**src/rtl/timer_pkg.sv**
```systemverilog
// ============================================================================
//  timer_pkg
//  Shared constants and state encoding for the MM:SS countdown timer.
//  Revision: 1.0
// ============================================================================
`default_nettype none

package timer_pkg;

   localparam int DIGIT_W = 4;

   localparam logic [DIGIT_W-1:0] BCD_MAX      = 4'd9;
   localparam logic [DIGIT_W-1:0] SEC_TENS_MAX = 4'd5;

   localparam logic [2:0] ENC_IDLE    = 3'd0;
   localparam logic [2:0] ENC_ENTRY   = 3'd1;
   localparam logic [2:0] ENC_RUNNING = 3'd2;
   localparam logic [2:0] ENC_PAUSED  = 3'd3;
   localparam logic [2:0] ENC_DONE    = 3'd4;

   typedef enum logic [2:0] {
      IDLE    = ENC_IDLE,
      ENTRY   = ENC_ENTRY,
      RUNNING = ENC_RUNNING,
      PAUSED  = ENC_PAUSED,
      DONE    = ENC_DONE
   } state_t;

endpackage

`default_nettype wire

```
**src/rtl/bcd_down_digit.sv**
```systemverilog
// ============================================================================
//  bcd_down_digit
//  One down-counting digit with parallel load; wraps to wrap_val with borrow.
//  Revision: 1.0
// ============================================================================
`default_nettype none

module bcd_down_digit #(
   parameter int W = 4
) (
   input  logic         clock,
   input  logic         clear,
   input  logic         load,
   input  logic [W-1:0] load_val,
   input  logic         dec,
   input  logic [W-1:0] wrap_val,
   output logic [W-1:0] q,
   output logic         borrow_out
);

   logic [W-1:0] q_q;
   logic [W-1:0] q_d;

   always_comb begin
      q_d = q_q;
      if (load) begin
         q_d = load_val;
      end else if (dec) begin
         q_d = (q_q == '0) ? wrap_val : q_q - 1'b1;
      end
   end

   always_ff @(posedge clock or posedge clear) begin
      if (clear) begin
         q_q <= '0;
      end else begin
         q_q <= q_d;
      end
   end

   assign q          = q_q;
   assign borrow_out = dec & (q_q == '0);

endmodule

`default_nettype wire

```
**src/rtl/countdown_timer_mmss.sv**
```systemverilog
// ============================================================================
//  countdown_timer_mmss
//  Keypad-entered MM:SS cook timer: cook FSM, entry shift mux, zero detect.
//  Revision: 1.0
// ============================================================================
`default_nettype none

module countdown_timer_mmss #(
   parameter int DIGIT_W         = timer_pkg::DIGIT_W,
   parameter int SEC_TENS_RELOAD = 5
) (
   input  logic               clock,
   input  logic               clear,
   input  logic               tick_1hz,
   input  logic               key_valid,
   input  logic [3:0]         key_code,
   input  logic               start,
   input  logic               stop,
   input  logic               door_closed,
   output logic [DIGIT_W-1:0] min_tens,
   output logic [DIGIT_W-1:0] min_ones,
   output logic [DIGIT_W-1:0] sec_tens,
   output logic [DIGIT_W-1:0] sec_ones,
   output logic               mag_on,
   output logic               done
);

   import timer_pkg::*;

   state_t state_q, state_d;
   logic   mag_q, done_q;

   // Digit index 0 = sec_ones ... 3 = min_tens
   logic [DIGIT_W-1:0] w_dig    [4];
   logic [3:0]         w_dec_in;
   logic [3:0]         w_borrow;
   logic               w_load;
   logic               w_shift;
   logic               w_dec;
   logic               w_zero;
   logic               w_last;
   logic               w_key_ok;
   logic               w_can_run;
   logic               w_unused_borrow;

   assign w_zero    = (w_dig[3] == '0) && (w_dig[2] == '0) &&
                      (w_dig[1] == '0) && (w_dig[0] == '0);
   // 00:01 is the only time whose decrement lands on 00:00
   assign w_last    = (w_dig[3] == '0) && (w_dig[2] == '0) &&
                      (w_dig[1] == '0) && (w_dig[0] == DIGIT_W'(1));
   assign w_key_ok  = key_valid && (key_code <= 4'd9);
   assign w_can_run = start && door_closed && !w_zero;

   always_comb begin
      state_d = state_q;
      w_load  = 1'b0;
      w_shift = 1'b0;
      w_dec   = 1'b0;
      unique case (state_q)
         IDLE, ENTRY: begin
            if (stop && state_q == ENTRY) begin
               w_load  = 1'b1;
               state_d = IDLE;
            end else if (w_can_run && state_q == ENTRY) begin
               state_d = RUNNING;
            end else if (w_key_ok) begin
               w_load  = 1'b1;
               w_shift = 1'b1;
               state_d = ENTRY;
            end
         end
         RUNNING: begin
            if (stop || !door_closed) begin
               state_d = PAUSED;
            end else if (tick_1hz && !w_zero) begin
               w_dec = 1'b1;
               if (w_last) begin
                  state_d = DONE;
               end
            end
         end
         PAUSED: begin
            if (stop) begin
               w_load  = 1'b1;
               state_d = IDLE;
            end else if (w_can_run) begin
               state_d = RUNNING;
            end
         end
         DONE: begin
            if (key_valid || start || stop) begin
               w_load  = 1'b1;
               state_d = IDLE;
            end
         end
         default: begin
            w_load  = 1'b1;
            state_d = IDLE;
         end
      endcase
   end

   always_ff @(posedge clock or posedge clear) begin
      if (clear) begin
         state_q <= IDLE;
         mag_q   <= 1'b0;
         done_q  <= 1'b0;
      end else begin
         state_q <= state_d;
         mag_q   <= (state_d == RUNNING);
         done_q  <= (state_d == DONE);
      end
   end

   generate
      for (genvar i = 0; i < 4; i++) begin : g_digit
         logic [DIGIT_W-1:0] w_load_val;
         logic [DIGIT_W-1:0] w_wrap_val;

         if (i == 0) begin : g_first
            assign w_dec_in[i] = w_dec;
            assign w_load_val  = w_shift ? DIGIT_W'(key_code) : '0;
         end else begin : g_chain
            assign w_dec_in[i] = w_borrow[i-1];
            assign w_load_val  = w_shift ? w_dig[i-1] : '0;
         end

         assign w_wrap_val = (i == 1) ? DIGIT_W'(SEC_TENS_RELOAD) : DIGIT_W'(BCD_MAX);

         bcd_down_digit #(
            .W (DIGIT_W)
         ) u_digit (
            .clock      (clock),
            .clear      (clear),
            .load       (w_load),
            .load_val   (w_load_val),
            .dec        (w_dec_in[i]),
            .wrap_val   (w_wrap_val),
            .q          (w_dig[i]),
            .borrow_out (w_borrow[i])
         );
      end
   endgenerate

   // Never set: decrement is blocked at 00:00
   assign w_unused_borrow = w_borrow[3];

   assign sec_ones = w_dig[0];
   assign sec_tens = w_dig[1];
   assign min_ones = w_dig[2];
   assign min_tens = w_dig[3];
   assign mag_on   = mag_q;
   assign done     = done_q;

endmodule

`default_nettype wire

```
**config.mk**
```make
export PLATFORM = sky130hd
export DESIGN_NAME = countdown_timer_mmss
export DESIGN_NICKNAME = d
export VERILOG_FILES = /design/src/rtl/timer_pkg.sv /design/src/rtl/bcd_down_digit.sv /design/src/rtl/countdown_timer_mmss.sv
export SDC_FILE = /design/constraint.sdc
export NUM_CORES = 1
export LEC_CHECK = 0
export ABC_AREA = 1
export CORE_ASPECT_RATIO = 0.8
export CORE_MARGIN = 2
export CORE_UTILIZATION = 24
export CTS_CLUSTER_DIAMETER = 60
export CTS_CLUSTER_SIZE = 20
export DETAILED_ROUTE_END_ITERATION = 10
export MAX_ROUTING_LAYER = met4
export PLACE_DENSITY_LB_ADDON = 0.08
export SKIP_LAST_GASP = 1
export SLEW_MARGIN = 10
export SYNTH_ARGS = -nofsm -noshare
export SYNTH_HDL_FRONTEND = slang
export SYNTH_SLANG_ARGS = --single-unit
export TNS_END_PERCENT = 20
```
**constraint.sdc**
```tcl
create_clock -name clock -period 4.96 [get_ports clock]
set_clock_uncertainty 0.15 [all_clocks]
set_input_delay 0.992 -clock clock [delete_from_list [all_inputs] [get_ports clock]]
set_output_delay 0.992 -clock clock [all_outputs]
set_load 0.03 [all_outputs]
```
==> impl_metrics.toml, run 1 <==
[yosys]
synth_edf_count = 0
synth_common_cells = "nand2_1, inv_1, dfrtp_1"
yosysMostFrequentCell = "nand2_1"
yosysTopAreaCellShare_pct = 33.9
synth-seq-cells = 21
synth_cell_types = 28
synthesis.nets = 241
syn-cell-area_sq_um = 1550
syn_avg_cell_area_sq_um = 6.74
ys_warn_count = 0
synth_area_leaders = "dfrtp_1, nand2_1, inv_1"
syn_inst = 230
async_reset_ff_share_pct = 100
yosysSeqAreaShare_pct = 33.9
yosys.area.top_type = "dfrtp_1"
ys.flop_type = "dfrtp_1"

[power]
swShare_pct = 53.2
p_seq_share_pct = 27.9
total_power_uw = 1270
p_clk_share_pct = 9.4
leakage_uw = 0.00100
p_comb_share_pct = 62.8
p_sw_uw = 676
ir_worst_vdd_mv = 0.258
p_int_uw = 595
cellPowerDensity_nw_per_um2 = 649

[floorplan]
start_util_pct = 24.6
ios = 29
die_w_um = 93.9
die_area_sq_um = 7120
rows = 26
die_y_um = 75.9
core_area_sq_um = 6310

[placement]
finalWeightedCongestion = 0.819
post-place-ws_ns = 1.74
hpwl_um = 3330
portBuffers = 28

[clock_network]
cts-root-buf = "clkbuf_8"
postCtsSetupRepairBufs = 0
ctsResizeCount = 0
numCtsBuffers = 3
clock_path_buffers = 2
tritoncts = "done"
cts.clk_slew.worst_paths_ns = 0.09
hold_buffers = 0
clk_latency_ns = 0.27
clock_sinks = 21
h-tree-depth = 1

[cells_and_area]
fill_cells = 705
seq_area_sq_um = 526
utilization_pct = 31.0
drive_gt1_share_pct = 11.2
num_antenna_cells = 0
syn_to_final_growth_pct = 26.2
num-nets-final = 270
multi_input_area_sq_um = 880

[global_route]
antenna_found_initial = 0
gr-total-overflow = 0
grt_pass1_vias = 1441
grt_max_degree = 22
grtUsageTotal_pct = 14.0
grt_pass1_wl_um = 7310

[sta]
rsz0062_at_grt = "false"
setup_slack_ns = 2.04
fmax_mhz = 342
period_minus_slack_ns = 2.92
worst_slew_pin_slew_ns = 0.901
fin_crit_sh_pct = 58.9
setup-tns-final_ns = 0
hold_viol_final = 0
setup_viol = 0
slew_violations = 0
slew-limit-headroom_pct = 39.9

[setup_path]
rrSetupSlack_ns = 2.82
reg2regPathDepth = 11
crit_top_cell = "nand2_1"
crit_slowest_cell = "a21boi_2"
end_kind = "flop"
cp_slowest_stage_delay_ns = 0.54
crit_buf_inv = 1
cp-start-kind = "input pin"
worstPathArrival_ns = 2.98
cp_cell_sequence = "clkdlybuf4s50_1 -> nor3_1 -> nand4_1 -> a21boi_2 -> nand2_2 -> nor2_1 -> nand2_1 -> nand2_1"
critPathKind = "input pin to flop"
critical-path-top-delay-family = "simple AND/OR/NAND/NOR gates"
critPathMaxFanout = 11
required_ns = 5.02
crit_cells = 8

[drt]
top_layer = "met4"
drt-pass1-iter-count = 4
wl_met3_um = 259
wire_per_inst_um = 13.0
drt-met1-wl_um = 2320
drt_iter0_markers = 102
wirelength_um = 4450
vias = 1498
drc = 0
route.met2.wl_um = 1850
ant_nets = 0
via_per_inst = 4.38

[hold_path]
holdPathStages = 2
holdCritPathClass = "flop to flop"

[job]
drv_cap = 0

[run_status]
status = "completed"
routing by layer:
| metal | vias up | global-route usage, % |
|---|---|---|
| li1 | 792 | - |
| met1 | 667 | 19.2 |
| met2 | 37 | 22.1 |
| met3 | 2 | 2.97 |
| met4 | 0 | 1.45 |
| met5 | - | - |
power by group through the flow:
stage          Clock, uW  Sequential, uW  Combinational, uW
6_report             119             354                798
5_1_grt              134             369                897
3_5_place_dp           0             359                802
4_1_cts              127             356                806
2_1_floorplan          0             448                451
3_3_place_gp           0             363                807
worst paths after layout:
kind / from / endpoint
hold reg to reg: g_digit[3].u_digit.q[2] / g_digit[3].u_digit.q[2]
setup / recovery: stop / g_digit[0].u_digit.q[3]
hold / removal: g_digit[3].u_digit.q[2] / g_digit[3].u_digit.q[2]
max in group asynchronous: clear / g_digit[0].u_digit.q[0]
min in group asynchronous: clear / mag_on
setup reg to reg: g_digit[1].u_digit.q[2] / g_digit[2].u_digit.q[0]
logic make-up (layout without fill, tap and decap cells):
family          Yosys count  in the layout  share of synthesized area (%)
simple gates            153            153                           48.1
buf+inv                  35             63                           9.36
flops                    21             21                           33.9
compound gates           17             17                           6.38
xor+xnor                  4              4                           2.26
worst reg2reg max path, stage by stage (launching register included):
cell	delay [ns]
dfrtp_1	0.46
nor2_1	0.18
nand2_2	0.12
nor2_4	0.19
nand3_4	0.12
nand3_4	0.18
nand3_4	0.20
nand2_2	0.22
inv_2	0.09
nand2_1	0.08
nand2_1	0.05
inv_1	0.04
state kept, by name, indices dropped and copies added, names as in the netlist:
signal,count
g_digit.u_digit.q,16
state_q,3
done,1
mag_on,1
cell type report:
class | count | area share [%]
timing repair buffer | 29 | 14.7
clock inverter | 1 | 0.256
inverter | 30 | 5.75
sequential | 21 | 26.9
tap | 84 | 5.37
clock buffer | 3 | 2.11
multi-input combinational | 174 | 44.9
per-stage QoR:
stage,cells,area [sq um],hold WS [ns]
2_1_floorplan,230,1550,0.454
3_3_place_gp,338,1910,0.409
3_5_place_dp,338,1910,0.403
4_1_cts,342,1960,0.429
5_1_grt,342,1960,0.481
6_report,342,1960,0.418
cell usage in the layout (no fill, tap or decap):
cell             instances
dfrtp_1                 21
nor2_4                   3
nor2_2                   6
nand3b_1                 1
nand3_1                 17
clkinv_2                 1
buf_4                    1
clkbuf_8                 3
nand2_1                 90
nand3_2                  2
a21boi_2                 1
nor3_1                   1
and2_1                   1
a21oi_1                  3
inv_1                   27
nand4_1                 12
o21bai_1                 1
nand4_2                  1
nand2_2                  4
inv_2                    3
nand3_4                  3
nor2_1                  11
clkdlybuf4s50_1         28
or2_2                    1
o21ai_0                 10
o211ai_1                 2
xnor2_1                  2
xor2_1                   2
Power figures use the tool's default switching activity.
==> run 2: changes to the inputs <==
clock period = 2.6 ns   (was 4.96 ns; I/O delays follow)
==> run 2 against run 1 <==
  * Non-clock buffer count grew 4
  * Wire length fell by 0.29%
  * Critical endpoint is now g_digit[2].u_digit.q[3]
  * Largest power group unchanged
  * Global-route usage up 0.25 points
  * Combinational power is 92% higher
  * Sequential power up 91%
  * Largest cell class unchanged
  * Clock power up 89%
  * First-iteration DRC count down 3.9%
  * Worst hold slack better by 0.0039 ns
  * Power is 91% higher
==> impl_metrics.toml, run 2 (synthesized netlist as in run 1, its figures left out) <==
[run_status]
status = "completed"

[floorplan]
ios = 29
die_area_sq_um = 7120
core_area_sq_um = 6310
rows = 26
die_y_um = 75.9
start_util_pct = 24.6
die_w_um = 93.9

[power]
p_sw_uw = 1280
swShare_pct = 52.6
p_int_uw = 1150
p_clk_share_pct = 9.2
p_seq_share_pct = 27.8
leakage_uw = 0.00102
cellPowerDensity_nw_per_um2 = 1220
ir_worst_vdd_mv = 0.403
p_comb_share_pct = 63.0

[cells_and_area]
final_common_cell = "nand2_1"
syn_to_final_growth_pct = 28.1
multi_input_area_sq_um = 880
largest_reg_flops = 16
drive_gt1_share_pct = 12.2
fill_cells = 696
num-nets-final = 274
num_antenna_cells = 0
seq_area_sq_um = 526
layout_common_cells = "nand2_1, clkdlybuf4s50_1, inv_1, dfrtp_1, nand3_1"

[setup_path]
critical-path-top-delay-family = "simple AND/OR/NAND/NOR gates"
cp_cell_sequence = "clkdlybuf4s50_1 -> inv_1 -> nand2_1 -> nor2_1 -> nand4_2 -> nor2_1 -> nor2_1 -> nand2_1 -> nand2_1"
cp-start-kind = "input pin"
critPathMaxFanout = 5
worstPathArrival_ns = 2.23
required_ns = 2.61
crit_buf_inv = 2
crit_slowest_cell = "clkdlybuf4s50_1"
critPathKind = "input pin to flop"
cp_slowest_stage_delay_ns = 0.46
end_kind = "flop"

[drt]
wirelength_um = 4440
drc = 0
drt_iter0_markers = 98
via_per_inst = 4.27
ant_nets = 0
wire_per_inst_um = 12.8
vias = 1476
drt-pass1-iter-count = 4

[clock_network]
cts.clk_slew.worst_paths_ns = 0.08
clk_latency_ns = 0.26
cts-root-buf = "clkbuf_8"
numCtsBuffers = 3
tritoncts = "done"
clock_path_buffers = 2
ctsResizeCount = 0
postCtsSetupRepairBufs = 0
clock_sinks = 21
h-tree-depth = 1
hold_buffers = 0

[global_route]
grt_pass1_vias = 1488
antenna_found_initial = 0
grtUsageTotal_pct = 14.2
grt_pass1_wl_um = 7510
grt_max_degree = 22
gr-total-overflow = 0

[job]
drv_cap = 0

[sta]
setup_viol = 0
period_minus_slack_ns = 2.22
setup-tns-final_ns = 0
fmax_mhz = 450
fin_crit_sh_pct = 85.5
hold_viol_final = 0
holdWs_ns = 0.422
slew_violations = 0
setup_slack_ns = 0.378
worst_slew_pin_slew_ns = 0.350
slew-limit-headroom_pct = 76.6
rsz0062_at_grt = "false"

[hold_path]
holdCritPathClass = "flop to flop"

[placement]
hpwl_um = 3370
portBuffers = 28
post-place-ws_ns = 0.114
finalWeightedCongestion = 0.856
## run 2: changes by cell type in the layout (fill, tap and decap cells not counted), sizes merged
cell,before,now
clkbuf,3,4
buf,1,5
clkinv,1,0
## run 2: path summary, 6_finish.rpt
check,slack (ns),startpoint,cells past startpoint,to
max in group asynchronous,1.62,clear,3,g_digit[2].u_digit.q[0]
min in group asynchronous,0.45,clear,3,state_q[2]
min reg2reg,0.42,g_digit[3].u_digit.q[2],2,g_digit[3].u_digit.q[2]
min,0.42,g_digit[3].u_digit.q[2],2,g_digit[3].u_digit.q[2]
max,0.38,stop,9,g_digit[2].u_digit.q[3]
max reg2reg,0.56,g_digit[1].u_digit.q[2],11,g_digit[2].u_digit.q[2]
## run 2: cell type report
cell class / count / area share, %
clock buffer: 4 / 2.27
inverter: 30 / 5.67
multi-input combinational: 174 / 44.3
sequential: 21 / 26.5
tap: 84 / 5.29
timing repair buffer: 33 / 16.0
## run 2: through the flow
step	std cells	total power [uW]	area (sq um)	util [%]
after floorplan	230	1710	1550	-
after global placement	342	2240	1940	30.7
after detailed placement	342	2230	1940	30.7
after CTS	346	2470	1990	31.5
after global routing	346	2690	1990	31.5
final	346	2430	1990	31.5
## run 2: worst register-to-register path, stage by stage (launching register included)
cell and delay (ns):
dfrtp_1 0.46, nor2_1 0.18, nand2_2 0.12, nor2_4 0.18
nand3_4 0.12, nand3_4 0.18, nand2_2 0.11, nor2_4 0.20
nand2_1 0.13, nand2_1 0.07, inv_1 0.03, nand2_1 0.05
## run 2: power by group through the flow
stage	clock network (uW)	logic [uW]	registers, uW
3_3_place_gp	0	1550	690
4_1_cts	241	1550	680
3_5_place_dp	0	1540	684
6_report	225	1530	675
2_1_floorplan	0	861	854
5_1_grt	252	1730	706
## run 2: layer usage
layer / wire [um] / share of wire, % / track usage, % / vias to the layer above
li1: - / - / - / 796
met1: 2460 / 55 / 20.9 / 655
met2: 1820 / 41 / 20.7 / 23
met3: 138 / 3.1 / 2.37 / 2
met4: 25 / 0.56 / 2.74 / 0
met5: 0 / 0 / - / -
==> run 3: changes to the inputs <==
clock period = 2.7 ns   (was 2.6 ns; I/O delays follow)
==> run 3 against run 2 <==
  * Utilization is essentially flat
  * Non-clock buffer count is the same
  * Via count grew 1.2%
  * Worst hold slack gained 0.0019 ns
  * Die area is the same
  * Global-route usage shrank 0.73 points
  * Wire length shrank 1.7%
==> impl_metrics.toml, run 3 (synthesized netlist as in run 1, its figures left out) <==
[run_status]
status = "completed"

[drt]
drc = 0
wl_met3_um = 146
drt-pass1-iter-count = 4
route.met2.wl_um = 1770
top_layer = "met4"
ant_nets = 0
drt_iter0_markers = 83
vias = 1493
wirelength_um = 4370
drt-met1-wl_um = 2410
via_per_inst = 4.32
wire_per_inst_um = 12.6

[clock_network]
h-tree-depth = 1
clock_sinks = 21
numCtsBuffers = 3
ctsResizeCount = 0
clk_latency_ns = 0.27
clock_path_buffers = 2
cts.clk_slew.worst_paths_ns = 0.09
tritoncts = "done"
hold_buffers = 0
postCtsSetupRepairBufs = 0
cts-root-buf = "clkbuf_8"

[global_route]
grtUsageTotal_pct = 13.5
grt_pass1_wl_um = 7130
grt_max_degree = 22
antenna_found_initial = 0
gr-total-overflow = 0
grt_pass1_vias = 1357

[floorplan]
die_area_sq_um = 7120
ios = 29
die_w_um = 93.9
rows = 26
die_y_um = 75.9
start_util_pct = 24.6
core_area_sq_um = 6310

[cells_and_area]
largest_reg_flops = 16
final_cells = 346
final_common_cell = "nand2_1"
num-nets-final = 274
drive_gt1_share_pct = 12.6
syn_to_final_growth_pct = 28.2
fill_cells = 712
num_antenna_cells = 0
layout_common_cells = "nand2_1, clkdlybuf4s50_1, inv_1, dfrtp_1, nand3_1"

[setup_path]
crit_end = "g_digit[0].u_digit.q[3]"
r2r-end = "g_digit[3].u_digit.q[3]"
end_kind = "flop"
critPathKind = "input pin to flop"
reg2regPathDepth = 10
rrSetupSlack_ns = 0.53
required_ns = 2.76
cp-startpoint = "stop"
worstPathArrival_ns = 2.30
critPathMaxFanout = 8
r2r_start = "g_digit[1].u_digit.q[2]"
cp-start-kind = "input pin"

[sta]
holdWs_ns = 0.424
setup_slack_ns = 0.462
hold_viol_final = 0
fmax_mhz = 447
setup-tns-final_ns = 0
rsz0062_at_grt = "false"
worst_slew_pin_slew_ns = 0.317
slew-limit-headroom_pct = 78.8
period_minus_slack_ns = 2.24
fin_crit_sh_pct = 82.9
setup_viol = 0
slew_violations = 0

[power]
ir_worst_vdd_mv = 0.419
cellPowerDensity_nw_per_um2 = 1180
leakage_uw = 0.00102

[placement]
finalWeightedCongestion = 0.801
hpwl_um = 3310
portBuffers = 28
placedCellCount = 342
post-place-ws_ns = 0.151

[job]
drv_cap = 0

[hold_path]
holdCritPathClass = "flop to flop"
## run 3: area by class of cell
type	instances	area [sq um]	share of cell area [%]
clock buffers	3	41.3	2.08
clock inverters	1	5.00	0.252
inverters	30	113	5.67
multi-input cells	174	880	44.3
flip-flops and latches	21	526	26.4
well taps	84	105	5.29
repair buffers	33	318	16.0
## run 3: routing by layer
metal	GRT usage (%)	vias up
li1	-	797
met1	20.6	658
met2	18.7	34
met3	2.67	4
met4	1.93	0
met5	-	-
## run 3: where the power goes
| group | total (uW) | internal, uW | switching (uW) |
|---|---|---|---|
| combinational | 1500 | 565 | 930 |
| clock | 216 | 103 | 113 |
| sequential | 641 | 444 | 197 |
## run 3: through the flow
stage               instance area (sq um)  util [%]  power [uW]
floorplan                            1550         -        1650
global placement                     1940      30.7        2180
detailed placement                   1940      30.7        2150
CTS                                  1990      31.5        2380
global route                         1990      31.5        2570
finish                               1990      31.5        2350
## run 3: how the worst min path moves through the flow
stage / from / endpoint / slack (ns) / cells after the start
floorplan: clear / done / 0.37 / 1
global placement: g_digit[3].u_digit.q[2] / g_digit[3].u_digit.q[2] / 0.41 / 2
detailed placement: g_digit[3].u_digit.q[1] / g_digit[3].u_digit.q[1] / 0.41 / 2
CTS: g_digit[3].u_digit.q[2] / g_digit[3].u_digit.q[2] / 0.43 / 2
global route: g_digit[3].u_digit.q[2] / g_digit[3].u_digit.q[2] / 0.46 / 2
finish: g_digit[3].u_digit.q[2] / g_digit[3].u_digit.q[2] / 0.42 / 2
## run 3: worst max-delay path: stages
cell and delay [ns]:
clkdlybuf4s50_1 0.46, nor3_1 0.21, nand4_1 0.19, a21boi_2 0.32, nand2_2 0.20, nor2_1 0.23, nand2_1 0.08, nand2_1 0.07
